==> src/rtl/tick_sched.sv <==
// Programmable tick scheduler: a loadable prescaler emits single-cycle tick
// enables, either free-running or as a one-shot burst of cfg_ticks pulses.
module tick_sched #(
  parameter int          CNT_W       = 25,
  parameter int unsigned DEFAULT_DIV = 33554431,
  parameter int          TCNT_W      = 8
) (
  input  logic              clk,
  input  logic              clr_n,
  input  logic              cfg_load,
  input  logic [CNT_W-1:0]  cfg_div,
  input  logic [TCNT_W-1:0] cfg_ticks,
  input  logic              start,
  input  logic              pause,
  input  logic              stop,
  output logic              tick,
  output logic [TCNT_W-1:0] tick_cnt,
  output logic              busy,
  output logic              done,
  output logic              cfg_err
);

  localparam logic [1:0] ST_IDLE  = 2'd0;
  localparam logic [1:0] ST_RUN   = 2'd1;
  localparam logic [1:0] ST_PAUSE = 2'd2;
  localparam logic [1:0] ST_DONE  = 2'd3;

  logic [1:0]        state;
  logic [CNT_W-1:0]  pre_cnt;
  logic [CNT_W-1:0]  div_reg;
  logic [TCNT_W-1:0] ticks_reg;
  logic [TCNT_W-1:0] tick_cnt_inc;

  assign tick_cnt_inc = tick_cnt + 1'b1;

  always_ff @(posedge clk or negedge clr_n) begin
    if (!clr_n) begin
      state     <= ST_IDLE;
      pre_cnt   <= '0;
      div_reg   <= CNT_W'(DEFAULT_DIV);
      ticks_reg <= '0;
      tick      <= 1'b0;
      tick_cnt  <= '0;
      busy      <= 1'b0;
      done      <= 1'b0;
      cfg_err   <= 1'b0;
    end else begin
      case (state)
        ST_IDLE: begin
          tick <= 1'b0;
          done <= 1'b0;
          if (cfg_load) begin
            div_reg   <= cfg_div;
            ticks_reg <= cfg_ticks;
            cfg_err   <= 1'b0;
          end
          if (start && !stop) begin
            state    <= ST_RUN;
            pre_cnt  <= '0;
            tick_cnt <= '0;
            busy     <= 1'b1;
          end
        end

        // stop outranks pause, which outranks prescaler progress
        ST_RUN: begin
          if (cfg_load) cfg_err <= 1'b1;
          if (stop) begin
            state   <= ST_IDLE;
            tick    <= 1'b0;
            pre_cnt <= '0;
            busy    <= 1'b0;
          end else if (pause) begin
            state <= ST_PAUSE;
            tick  <= 1'b0;
          end else if (pre_cnt == div_reg) begin
            pre_cnt  <= '0;
            tick     <= 1'b1;
            tick_cnt <= tick_cnt_inc;
            if (ticks_reg != '0 && tick_cnt_inc == ticks_reg) begin
              state <= ST_DONE;
              busy  <= 1'b0;
              done  <= 1'b1;
            end
          end else begin
            pre_cnt <= pre_cnt + 1'b1;
            tick    <= 1'b0;
          end
        end

        ST_PAUSE: begin
          tick <= 1'b0;
          if (cfg_load) cfg_err <= 1'b1;
          if (stop) begin
            state   <= ST_IDLE;
            pre_cnt <= '0;
            busy    <= 1'b0;
          end else if (!pause) begin
            state <= ST_RUN;
          end
        end

        ST_DONE: begin
          if (cfg_load) cfg_err <= 1'b1;
          state <= ST_IDLE;
          tick  <= 1'b0;
          done  <= 1'b0;
        end

        default: state <= ST_IDLE;
      endcase
    end
  end

endmodule
==> config.mk <==
export PLATFORM = sky130hd
export DESIGN_NAME = tick_sched
export DESIGN_NICKNAME = d
export VERILOG_FILES = /design/src/rtl/tick_sched.sv
export SDC_FILE = /design/constraint.sdc
export NUM_CORES = 1
export LEC_CHECK = 0
export CORE_ASPECT_RATIO = 1.5
export CORE_MARGIN = 2
export CORE_UTILIZATION = 60
export CTS_CLUSTER_DIAMETER = 200
export DETAILED_ROUTE_END_ITERATION = 6
export PLACE_DENSITY_LB_ADDON = 0.05
export SYNTH_ARGS = -nofsm -noshare
export SYNTH_HDL_FRONTEND = slang
export SYNTH_SLANG_ARGS = --single-unit
==> constraint.sdc <==
create_clock -name clk -period 6.5 [get_ports clk]
set_clock_uncertainty 0.1 [all_clocks]
set_input_delay 0.65 -clock clk [delete_from_list [all_inputs] [get_ports clk]]
set_output_delay 0.65 -clock clk [all_outputs]
set_load 0.05 [all_outputs]
**Yosys cells after proc, flatten, opt, wreduce, memory -nomap -nowiden**

Cells that the tools add are included.

- Register bits: 72
- Word-level logic and storage cells: 86
- Input bits: 39
- Output and inout bits: 12
- Memories: 0
- RAM bits: 0
- Bits in latches: 0
- ROM bits: 0

- Order comparisons: 0
- Multiply operators: 0
- Div/mod/pow operators: 0
- Equality and inequality tests: 19
- Shift operators: 0
- Add/sub/neg operators: 2
- Bitwise logic cells: 0
- Mux-type cells: 38
- Reduce and logical (&&, ||, !) cells: 18

Operators by type and width:

| kind | number |
|---|---|
| 25-bit 2-to-1 mux | 5 |
| 25-bit case mux with 3 select lines | 1 |
| 8-bit 2-to-1 mux | 4 |
| 25-bit by 1-bit adder with 25-bit output, second input constant | 1 |
| 25-bit equality test | 1 |
| 8-bit case mux with 2 select lines | 1 |
| 1-bit 2-to-1 mux | 15 |
| 2-bit 2-to-1 mux | 7 |
| 2-bit inequality test, second input constant | 7 |
| 3-bit inequality test, second input constant | 4 |
| 5-bit AND reduction | 2 |
| 8-bit by 1-bit adder with 8-bit output, second input constant | 1 |
| 8-bit equality test | 1 |
| 4-bit inequality test, second input constant | 2 |
| 2-bit case mux with 4 select lines | 1 |
| 4-bit AND reduction | 2 |
| 8-bit nonzero test | 1 |
| 1-bit case mux with 2 select lines | 3 |
| 6-bit AND reduction | 1 |
| 3-bit OR reduction | 2 |
| 2-bit equality test, second input constant | 2 |
| 2-bit AND reduction | 2 |
| 2-bit nonzero test | 2 |
| 1-bit case mux with 3 select lines | 1 |
| other kinds (7) | 8 |

**Depth between registers and ports, before layout**

Gate-level depths: netlist of run 1.

- Word-level depth: 8
- Gate-level depth with buffers: 10
- Mapped depth without buffers: 8

**Worst setup path before layout of run 1**

OpenSTA, ideal clock, no wires.

- Path type: flip-flop to flip-flop
- Start: register tick_cnt[0]
- End: register busy
- Setup time: 0.126 ns
- Path buffers: 0
- Period minus slack after synthesis: 2.517 ns
- Data arrival time: 2.291 ns
- Path slack: 3.983 ns
- Stages on the path, launching flop included: 8
- Path through: dfrtp_1 > ha_1 > and3_1 > and3_1 > xnor2_1 > nor4_2 > nand3_1 > a311o_1

- Word-level cells in the longest chain between the ends: 5

Ends and longest elaborated chain:

| item | line | source |
|---|---|---|
| from (decl) | 17 | `output logic [TCNT_W-1:0] tick_cnt,` |
| from (signal assigned) | 79 | `tick_cnt <= tick_cnt_inc;` |
| 8-bit by 1-bit adder with 8-bit output | 34 | `assign tick_cnt_inc = tick_cnt + 1'b1;` |
| 8-bit equality test | 80 | `if (ticks_reg != '0 && tick_cnt_inc == ticks_reg) begin` |
| 1-bit logical AND | 80 |  |
| 3-bit inequality test (no source line) | -- |  |
| 6-bit AND reduction (no source line) | -- |  |
| to (signal assigned) | 72 | `busy <= 1'b0;` |
| to (signal assigned) | 82 | `busy <= 1'b0;` |
| to (signal assigned) | 97 | `busy <= 1'b0;` |
| to (decl) | 18 | `output logic busy,` |

Every way passes these cells.
A chain may end at the register's enable or synchronous reset.

**Worst setup path in the final report of run 1**

- Start: register state[1]
- End: register tick_cnt[3]

- Word-level cells in the longest chain between the ends: 3
- Elaborated cells on any way between the ends: 9

Ends and longest elaborated chain:

| item | line | source |
|---|---|---|
| from (decl) | 28 | `logic [1:0] state;` |
| from (signal assigned) | 38 | `state <= ST_IDLE;` |
| from (signal assigned) | 58 | `state <= ST_RUN;` |
| from (signal assigned) | 69 | `state <= ST_IDLE;` |
| 2-bit by 1-bit equality test with 1-bit output or 2-bit zero test (tied branches) | 48 | `case (state)` |
| 2-bit inequality test (no source line) or 2-bit nonzero test (tied branches) | -- |  |
| 5-bit AND reduction (no source line) | -- |  |

Several ways; a longest one is shown, not always the timed one.

==> flow_summary.json, run 1 <==
{
  "cp_num_buf_inv": 1,
  "cp-start-kind": "flop",
  "cp_max_fo": 18,
  "cts_made_buffers": 9,
  "cp_cell_sequence": "inv_1, ha_1, nand2b_1, nor2_1, a32oi_2, or2_0, o311ai_1",
  "num_rows": 36,
  "slew_headroom_pct": 41.1,
  "status": "complete, no violations",
  "fin_tns_setup_ns": 0,
  "post_drt_via_cell_ratio": 5.98,
  "ant_nets": 0,
  "setup_violations": 0,
  "maxCapViolCount": 0,
  "cts_resized": 0,
  "synth_area_leaders": "dfrtp_1 30%, dfstp_2 17%, mux2_2 9.7%",
  "crit_required_ns": 6.65,
  "rr_worst_depth": 7,
  "grt.overflow.total": 0,
  "wl_per_cell_um": 16.4,
  "place_hpwl_mm": 6.05,
  "min_period_ns": 2.98,
  "htreeDepth": 3,
  "syn_area_um2": 3930,
  "io_pins": 51,
  "regArea_um2": 1830,
  "cp_data_arrival_time_ns": 3.13,
  "finalCritPeriodShare_pct": 45.8,
  "fill_cells": 520,
  "r2r_end": "tick_cnt[3]$_DFFE_PN0P_",
  "final-hold-violation-count": 0,
  "start_util_pct": 61.0,
  "synth_top_area_share_pct": 29.9,
  "grt_pass1_wl_mm": 13.8,
  "io_buffers": 50,
  "async_flop_share_pct": 100,
  "slowest_delay_ns": 0.56,
  "antenna_found_initial": 0,
  "synth_area_leader_cell": "dfrtp_1",
  "grt_start_max_net_pins": 73,
  "worstMarginPinSlew_ns": 0.883,
  "p_leak_nw": 1.78,
  "clk_pin_slew_ns": 0.07,
  "insertion_delay_ns": 0.35,
  "root_buffer": "clkbuf_8",
  "power_density_nw_per_um2": 427,
  "crit_path_end_kind": "flop",
  "hp-class": "input pin to asynchronous set/reset pin",
  "ys_seq_area_share_pct": 46.6,
  "place.gp.congestion": 0.900,
  "synth.avg_cell_area_um2": 10.5,
  "cts_buffer_depth": 2,
  "grt_pass1_vias": 2979,
  "rrSetupSlack_ns": 3.52,
  "peakVddDrop_mv": 0.237,
  "rsz0062_at_grt": "no",
  "nNetsFinal": 469,
  "post_cts.repair.setup_buffers": 0,
  "multi_input_comb_area_um2": 1990,
  "fp.dieW_um": 70.1,
  "ys_seq_elements": 72,
  "drtIter0Drc": 120,
  "drv_slew": 0,
  "cts_tree": "yes",
  "clock_sinks": 72,
  "diodes": 0,
  "worstSetupPathType": "flop to flop",
  "cp_top_family": "simple AND/OR/NAND/NOR gates",
  "finalWirelength_mm": 8.29,
  "synth-edff-count": 0,
  "synth_cells": 373,
  "synth_fp_nets": 419,
  "timing.rr.start": "state[1]$_DFFE_PN0P_",
  "dr.pass1.iters": 4,
  "drc": 0,
  "drive_gt1_share_pct": 18.7,
  "area_delta_synth_final_pct": 17.9,
  "via_count": 3012,
  "fp.dieArea_um2": 7230,
  "final_common_cell": "clkdlybuf4s50_1",
  "fp.dieH_um": 103,
  "grtUsageTotal_pct": 24.6,
  "ys.flop_type": "dfrtp_1",
  "critPathSlowestCell": "ha_1",
  "max_freq_mhz": 336,
  "holdWs_ns": 0.388,
  "final_cell_mix": "49 x clkdlybuf4s50_1, 47 x dfrtp_1, 43 x xnor2_1",
  "core_area_um2": 6440,
  "synth_cell_types": 50,
  "synth_warnings": 0,
  "ctsHoldBuffers": 0,
  "power_w": 0.00198
}
[synthesized netlist by cell type, types with 4 or more instances]
cell type / instances
nand3b_1: 4
nand2_1: 22
dfstp_2: 25
o21ai_0: 18
nor2b_1: 4
a211oi_1: 4
nand3_1: 14
xnor2_1: 43
xor2_1: 4
dfrtp_1: 47
nor2_1: 29
nor3_1: 9
nand4_1: 9
inv_1: 11
and3_1: 13
mux2_2: 34
a21oi_1: 7
o221ai_1: 6
ha_1: 7
clkbuf_1: 6
nand2b_1: 9
[power breakdown]
part	switching [W]	internal (W)	leakage [nW]
clock	0.000155	0.000149	0.0817
sequential	0.000149	0.000655	0.875
combinational	0.000480	0.000390	0.825
[how the worst max path moves through the flow]
stage                       startpoint                      end  slack (ns)  cells past startpoint
4_1_cts           state[1]$_DFFE_PN0P_  tick_cnt[3]$_DFFE_PN0P_        3.52                      7
3_3_place_gp                     pause  pre_cnt[23]$_DFFE_PN0P_        3.60                      8
6_report          state[1]$_DFFE_PN0P_  tick_cnt[3]$_DFFE_PN0P_        3.52                      7
2_1_floorplan  tick_cnt[0]$_DFFE_PN0P_         busy$_DFFE_PN0P_        3.98                      7
3_5_place_dp                      stop  tick_cnt[3]$_DFFE_PN0P_        3.52                      6
5_1_grt           state[1]$_DFFE_PN0P_  tick_cnt[3]$_DFFE_PN0P_        3.26                      7
[cell type report]
class	instances	share of cell area, %
flip-flops and latches	72	39.6
clock buffers	15	3.37
inverters	11	0.891
repair buffers	53	11.2
clock inverters	1	0.108
multi-input cells	276	42.8
well taps	76	2.05
[metrics by stage]
step | area [µm²] | util [%] | instances | setup slack, ns
after global routing | 4630 | 72.0 | 504 | 3.26
after floorplan | 3930 | - | 373 | 3.98
after CTS | 4630 | 72.0 | 504 | 3.52
final | 4630 | 72.0 | 504 | 3.52
after detailed placement | 4470 | 69.4 | 488 | 3.52
after global placement | 4470 | 69.4 | 488 | 3.60
[routing by layer]
metal  track usage, %  vias up  wire length, µm  part of all wire, %
met1             26.0     1486             3090                   37
li1                 -     1425                -                    -
met2             45.5       72             4560                   55
met5                0        -                0                    0
met3             3.52       29              275                  3.3
met4             16.1        0              361                  4.4
[cell families (layout without fill, tap and decap cells)]
logic type / count (synthesis) / after routing / synth area share, %
muxes: 34 / 34 / 9.74
AOI/OAI and AO/OA: 54 / 54 / 9.33
adders and majority gates: 7 / 7 / 2.23
buffers and inverters: 25 / 80 / 2.86
DFF: 72 / 72 / 46.6
xor gates and xnor gates: 48 / 48 / 10.9
and+or+nand+nor: 133 / 133 / 18.3
(Power assumes the default switching activity.)
==> run 2, diff against run 1 <==
CORE_UTILIZATION = 50   (was 60)
clock period = 2.4 ns   (was 6.5 ns; I/O delays follow)
==> run 2 against run 1 <==
Utilization shrank 3.3 points. Global-route usage shrank 2.0 points. Register-to-register slack lost 3.5 ns. Critical endpoint is now state[1]$_DFFE_PN0P_. Largest cell class unchanged. Highest routed layer unchanged.
==> flow_summary.json, run 2 (synthesized netlist as in run 1, its figures left out) <==
{
  "status": "complete, no violations",
  "clkPwrFrac_pct": 22.5,
  "netSwitchingFraction_pct": 36.1,
  "p_leak_nw": 2.08,
  "detailed_place.area_um2": 4850,
  "cts_tree": "yes",
  "dp.cells": 552,
  "worstSetupPathType": "flop to flop",
  "insertion_delay_ns": 0.33,
  "wl_met2_mm": 4.80,
  "max_freq_mhz": 428,
  "drv_slew": 0,
  "io_pins": 51,
  "num_rows": 39,
  "timing.rr.start": "tick_cnt[1]$_DFFE_PN0P_",
  "final_cell_mix": "49 x clkdlybuf4s50_1, 43 x xnor2_1, 43 x dfrtp_1",
  "clk_pin_slew_ns": 0.06,
  "slew_headroom_pct": 63.9,
  "p_seq_share_pct": 34.2,
  "fin_util_pct": 68.7,
  "cts_made_buffers": 9,
  "peakVddDrop_mv": 0.741,
  "wl_per_cell_um": 15.6,
  "fp.dieH_um": 113,
  "finalInstanceArea_um2": 5230,
  "maxCapViolCount": 0,
  "worstMarginPinSlew_ns": 0.541,
  "drtIter0Drc": 182,
  "p_int_w": 0.00405,
  "pre_cts_slack_ns": -0.0289,
  "maxUsedRoutingLayer": "met4",
  "diodes": 0,
  "cp-start-kind": "flop",
  "wl_met3_um": 309,
  "place_hpwl_mm": 6.57,
  "power_density_nw_per_um2": 1210,
  "core_area_um2": 7610,
  "clock_sinks": 72,
  "dr.pass1.iters": 4,
  "rrSetupSlack_ns": 0.06,
  "drt-met1-wl_mm": 3.51,
  "setup_ws_ns": 0.0621,
  "grt_start_max_net_pins": 32,
  "ant_nets": 0,
  "rr_worst_depth": 8,
  "comb_power_share_pct": 43.2,
  "drive_gt1_share_pct": 28.4,
  "fp.dieArea_um2": 8600,
  "worstSetupStartpoint": "tick_cnt[1]$_DFFE_PN0P_",
  "stdcell_count": 570,
  "grt.overflow.total": 0,
  "place.gp.congestion": 0.849,
  "finalWirelength_mm": 8.90,
  "r2r_end": "state[1]$_DFFE_PN0P_",
  "setup_violations": 0,
  "antenna_found_initial": 0,
  "grt_pass1_vias": 3215,
  "rsz0062_at_grt": "no",
  "root_buffer": "clkbuf_16",
  "cp-endpoint": "state[1]$_DFFE_PN0P_",
  "post_drt_via_cell_ratio": 5.57,
  "area_delta_synth_final_pct": 32.9,
  "final_common_cell": "clkdlybuf4s50_1",
  "hp-class": "input pin to asynchronous set/reset pin",
  "cts_buffer_depth": 2,
  "htreeDepth": 3,
  "start_util_pct": 51.6,
  "grtUsageTotal_pct": 22.6,
  "nNetsFinal": 509,
  "crit_path_end_kind": "flop",
  "io_buffers": 50,
  "final-hold-violation-count": 0,
  "cp_data_arrival_time_ns": 2.45,
  "fp.dieW_um": 76.4,
  "crit_required_ns": 2.51,
  "min_period_ns": 2.34,
  "drc": 0,
  "finalCritPeriodShare_pct": 97.4,
  "power.switching_w": 0.00228,
  "cp_max_fo": 5,
  "via_count": 3173,
  "grt_pass1_wl_mm": 15.3,
  "holdWs_ns": 0.334
}
[run 2: final cells by class]
type	instances	area (µm²)
fill	636	2390
multi-input combinational	276	2030
sequential	72	1840
timing repair buffer	93	871
clock buffer	13	250
tap	102	128
clock inverter	3	65.1
inverter	11	41.3
[run 2: metrics by stage]
step,setup TNS [ns],total power (W)
3_5_place_dp,-0.0294,0.00489
2_1_floorplan,0,0.00392
4_1_cts,0,0.00633
6_report,0,0.00633
5_1_grt,0,0.00671
3_3_place_gp,-0.0000642,0.00483
[run 2: routing by layer]
layer,global-route usage [%],vias to the layer above
met4,11.8,0
met3,3.78,17
met2,40.3,77
li1,-,1513
met5,0,-
met1,25.8,1566
[run 2: repair_timing]
action,CTS,global route
gates resized for setup,2,7
pin swaps,0,6
endpoints found under the hold margin,11,0
setup buffers,0,1
hold buffers,1,0
endpoints found under the setup margin,2,16
gates cloned,0,0
[run 2: power by group through the flow]
| stage | sequential (W) | clock [W] | combinational (W) |
|---|---|---|---|
| after floorplan | 0.00235 | 0 | 0.00158 |
| after global routing | 0.00223 | 0.00151 | 0.00297 |
| after global placement | 0.00216 | 0 | 0.00266 |
| after detailed placement | 0.00218 | 0 | 0.00271 |
| after CTS | 0.00216 | 0.00145 | 0.00272 |
| final | 0.00217 | 0.00143 | 0.00274 |
[run 2: worst min-delay path by stage]
stage,end,startpoint,slack (ns)
global route,tick_cnt[4]$_DFFE_PN0P_,clr_n,0.39
detailed placement,ticks_reg[1]$_DFFE_PN0P_,clr_n,0.16
floorplan,busy$_DFFE_PN0P_,clr_n,-0.16
finish,tick_cnt[4]$_DFFE_PN0P_,clr_n,0.33
CTS,tick_cnt[4]$_DFFE_PN0P_,clr_n,0.35
global placement,ticks_reg[7]$_DFFE_PN0P_,clr_n,0.17
[run 2: critical path: stages (launching register included)]
cell and delay [ns]:
dfrtp_2 0.44, ha_4 0.19, and3_1 0.19, and3_1 0.21
xnor2_1 0.16, nor4_2 0.44, buf_4 0.20, and3_1 0.17
o211ai_1 0.10
==> run 3, diff against run 2 <==
GPL_TIMING_DRIVEN = 0   (was unset)
==> run 3 against run 2 <==
Critical path depth is 1 lower. Clock power fell by 7%. Maximum frequency decreased by 2.7%. The run now ends with setup timing left. Total power rose by 0.33%. Combinational power rose by 5%. Largest power group unchanged. Sequential power about the same. Count of clock-buffer cells in the layout unchanged.
==> flow_summary.json, run 3 (synthesized netlist as in run 1, its figures left out) <==
{
  "rsz0062_at_grt": "yes",
  "slowest_delay_ns": 0.55,
  "grt_pass1_vias": 3201,
  "critPathSlowestCell": "or4_1",
  "final_cell_mix": "49 x clkdlybuf4s50_1, 43 x dfrtp_1, 40 x xnor2_1",
  "cp_data_arrival_time_ns": 2.52,
  "final-hold-violation-count": 0,
  "max_freq_mhz": 416,
  "slew_headroom_pct": 60.1,
  "via_count": 3055,
  "fill_cells": 616,
  "regArea_um2": 1840,
  "place_hpwl_mm": 6.34,
  "drc": 0,
  "worstSetupPathType": "flop to flop",
  "ant_nets": 0,
  "detailed_place.area_um2": 4600,
  "crit_path_end_kind": "flop",
  "cts_made_buffers": 9,
  "area_delta_synth_final_pct": 32.3,
  "fp.dieH_um": 113,
  "maxCapViolCount": 0,
  "grt.overflow.total": 0,
  "status": "finished, violations left",
  "crit_required_ns": 2.51,
  "io_buffers": 50,
  "setup_violations": 1,
  "num_rows": 39,
  "root_buffer": "clkbuf_16",
  "cp_cell_sequence": "buf_2, and4_1, and3b_1, or4_1, o311ai_4, nand3_1, a311o_1",
  "nNetsFinal": 490,
  "drv_slew": 0,
  "fp.dieArea_um2": 8600,
  "cp_max_fo": 8,
  "fin_tns_setup_ns": -0.00293,
  "grt_pass1_wl_mm": 15.0,
  "grtUsageTotal_pct": 22.1,
  "fin_util_pct": 68.3,
  "peakVddDrop_mv": 0.612,
  "wl_per_cell_um": 15.9,
  "htreeDepth": 3,
  "post_drt_via_cell_ratio": 5.54,
  "finalInstanceArea_um2": 5200,
  "holdWs_ns": 0.271,
  "cts_tree": "yes",
  "power_density_nw_per_um2": 1220,
  "insertion_delay_ns": 0.33,
  "clock_sinks": 72,
  "diodes": 0,
  "stdcell_count": 551,
  "clk_pin_slew_ns": 0.06,
  "antenna_found_initial": 0,
  "cp_top_family": "simple AND/OR/NAND/NOR gates",
  "finalCritPeriodShare_pct": 100,
  "cp_num_buf_inv": 1,
  "grt_start_max_net_pins": 51,
  "final_common_cell": "clkdlybuf4s50_1",
  "start_util_pct": 51.6,
  "hp-class": "input pin to asynchronous set/reset pin",
  "cp-start-kind": "flop",
  "finalWirelength_mm": 8.78,
  "setup_ws_ns": -0.00293,
  "fp.dieW_um": 76.4,
  "dp.cells": 526,
  "drive_gt1_share_pct": 28.7,
  "place.gp.congestion": 0.863,
  "core_area_um2": 7610,
  "p_leak_nw": 2.04,
  "io_pins": 51,
  "dr.pass1.iters": 4,
  "drtIter0Drc": 165,
  "min_period_ns": 2.40,
  "cts_buffer_depth": 2,
  "multi_input_comb_area_um2": 2210,
  "worstMarginPinSlew_ns": 0.598,
  "violations": "setup timing"
}
-- run 3: metal layers --
metal | track usage (%) | wire length [µm] | up-vias
met3 | 3.46 | 257 | 14
met4 | 10.3 | 170 | 0
li1 | - | - | 1477
met5 | 0 | 0 | -
met1 | 24.6 | 3470 | 1506
met2 | 41.0 | 4880 | 58
-- run 3: layout make-up --
cell class                      count  area share [%]
Inverter                           11           0.794
Multi-Input combinational cell    276            42.5
Timing Repair Buffer               63            11.9
Tap cell                          102            2.45
Clock buffer                       13            5.00
Sequential cell                    72            35.3
Clock inverter                      3           0.770
Buffer                             11            1.28
-- run 3: path summary, 6_finish.rpt --
path / start / to / slack, ns / cells past startpoint
worst max-delay path: tick_cnt[3]$_DFFE_PN0P_ / busy$_DFFE_PN0P_ / -0.003 / 7
worst min-delay path: clr_n / tick_cnt[3]$_DFFE_PN0P_ / 0.27 / 2
worst max register to register: tick_cnt[3]$_DFFE_PN0P_ / busy$_DFFE_PN0P_ / -0.003 / 7
worst min register to register: cfg_err$_DFFE_PN0P_ / cfg_err$_DFFE_PN0P_ / 0.41 / 1
max in group asynchronous: clr_n / div_reg[9]$_DFFE_PN1P_ / 1.32 / 3
min in group clk: cfg_err$_DFFE_PN0P_ / cfg_err$_DFFE_PN0P_ / 0.41 / 1
-- run 3: through the flow --
stage / total power, W / setup WS (ns)
2_1_floorplan: 0.00392 / 0.00820
3_3_place_gp: 0.00459 / -1.77
3_5_place_dp: 0.00464 / -0.334
4_1_cts: 0.00615 / -0.0128
5_1_grt: 0.00676 / -0.0820
6_report: 0.00635 / -0.00293
-- run 3: timing repair --
item,4_1_cts,5_1_grt
resized for setup,20,26
endpoints found under the hold margin,17,0
setup endpoints to repair,32,37
hold buffers,1,0
buffers inserted,4,7
pin swaps,6,9
-- run 3: power breakdown --
part / switching, W / internal (W) / leakage [nW]
logic: 0.00153 / 0.00134 / 1.02
registers: 0.000368 / 0.00178 / 0.870
clock network: 0.000476 / 0.000858 / 0.150
-- run 3: worst reg2reg max path, delay by kind of cell, from the launching register on --
kind	cells	cell delay [ns]
and+or+nand+nor	4	1.10
AOI/OAI and AO/OA	2	0.51
buffers and inverters	1	0.16
DFF	1	0.39
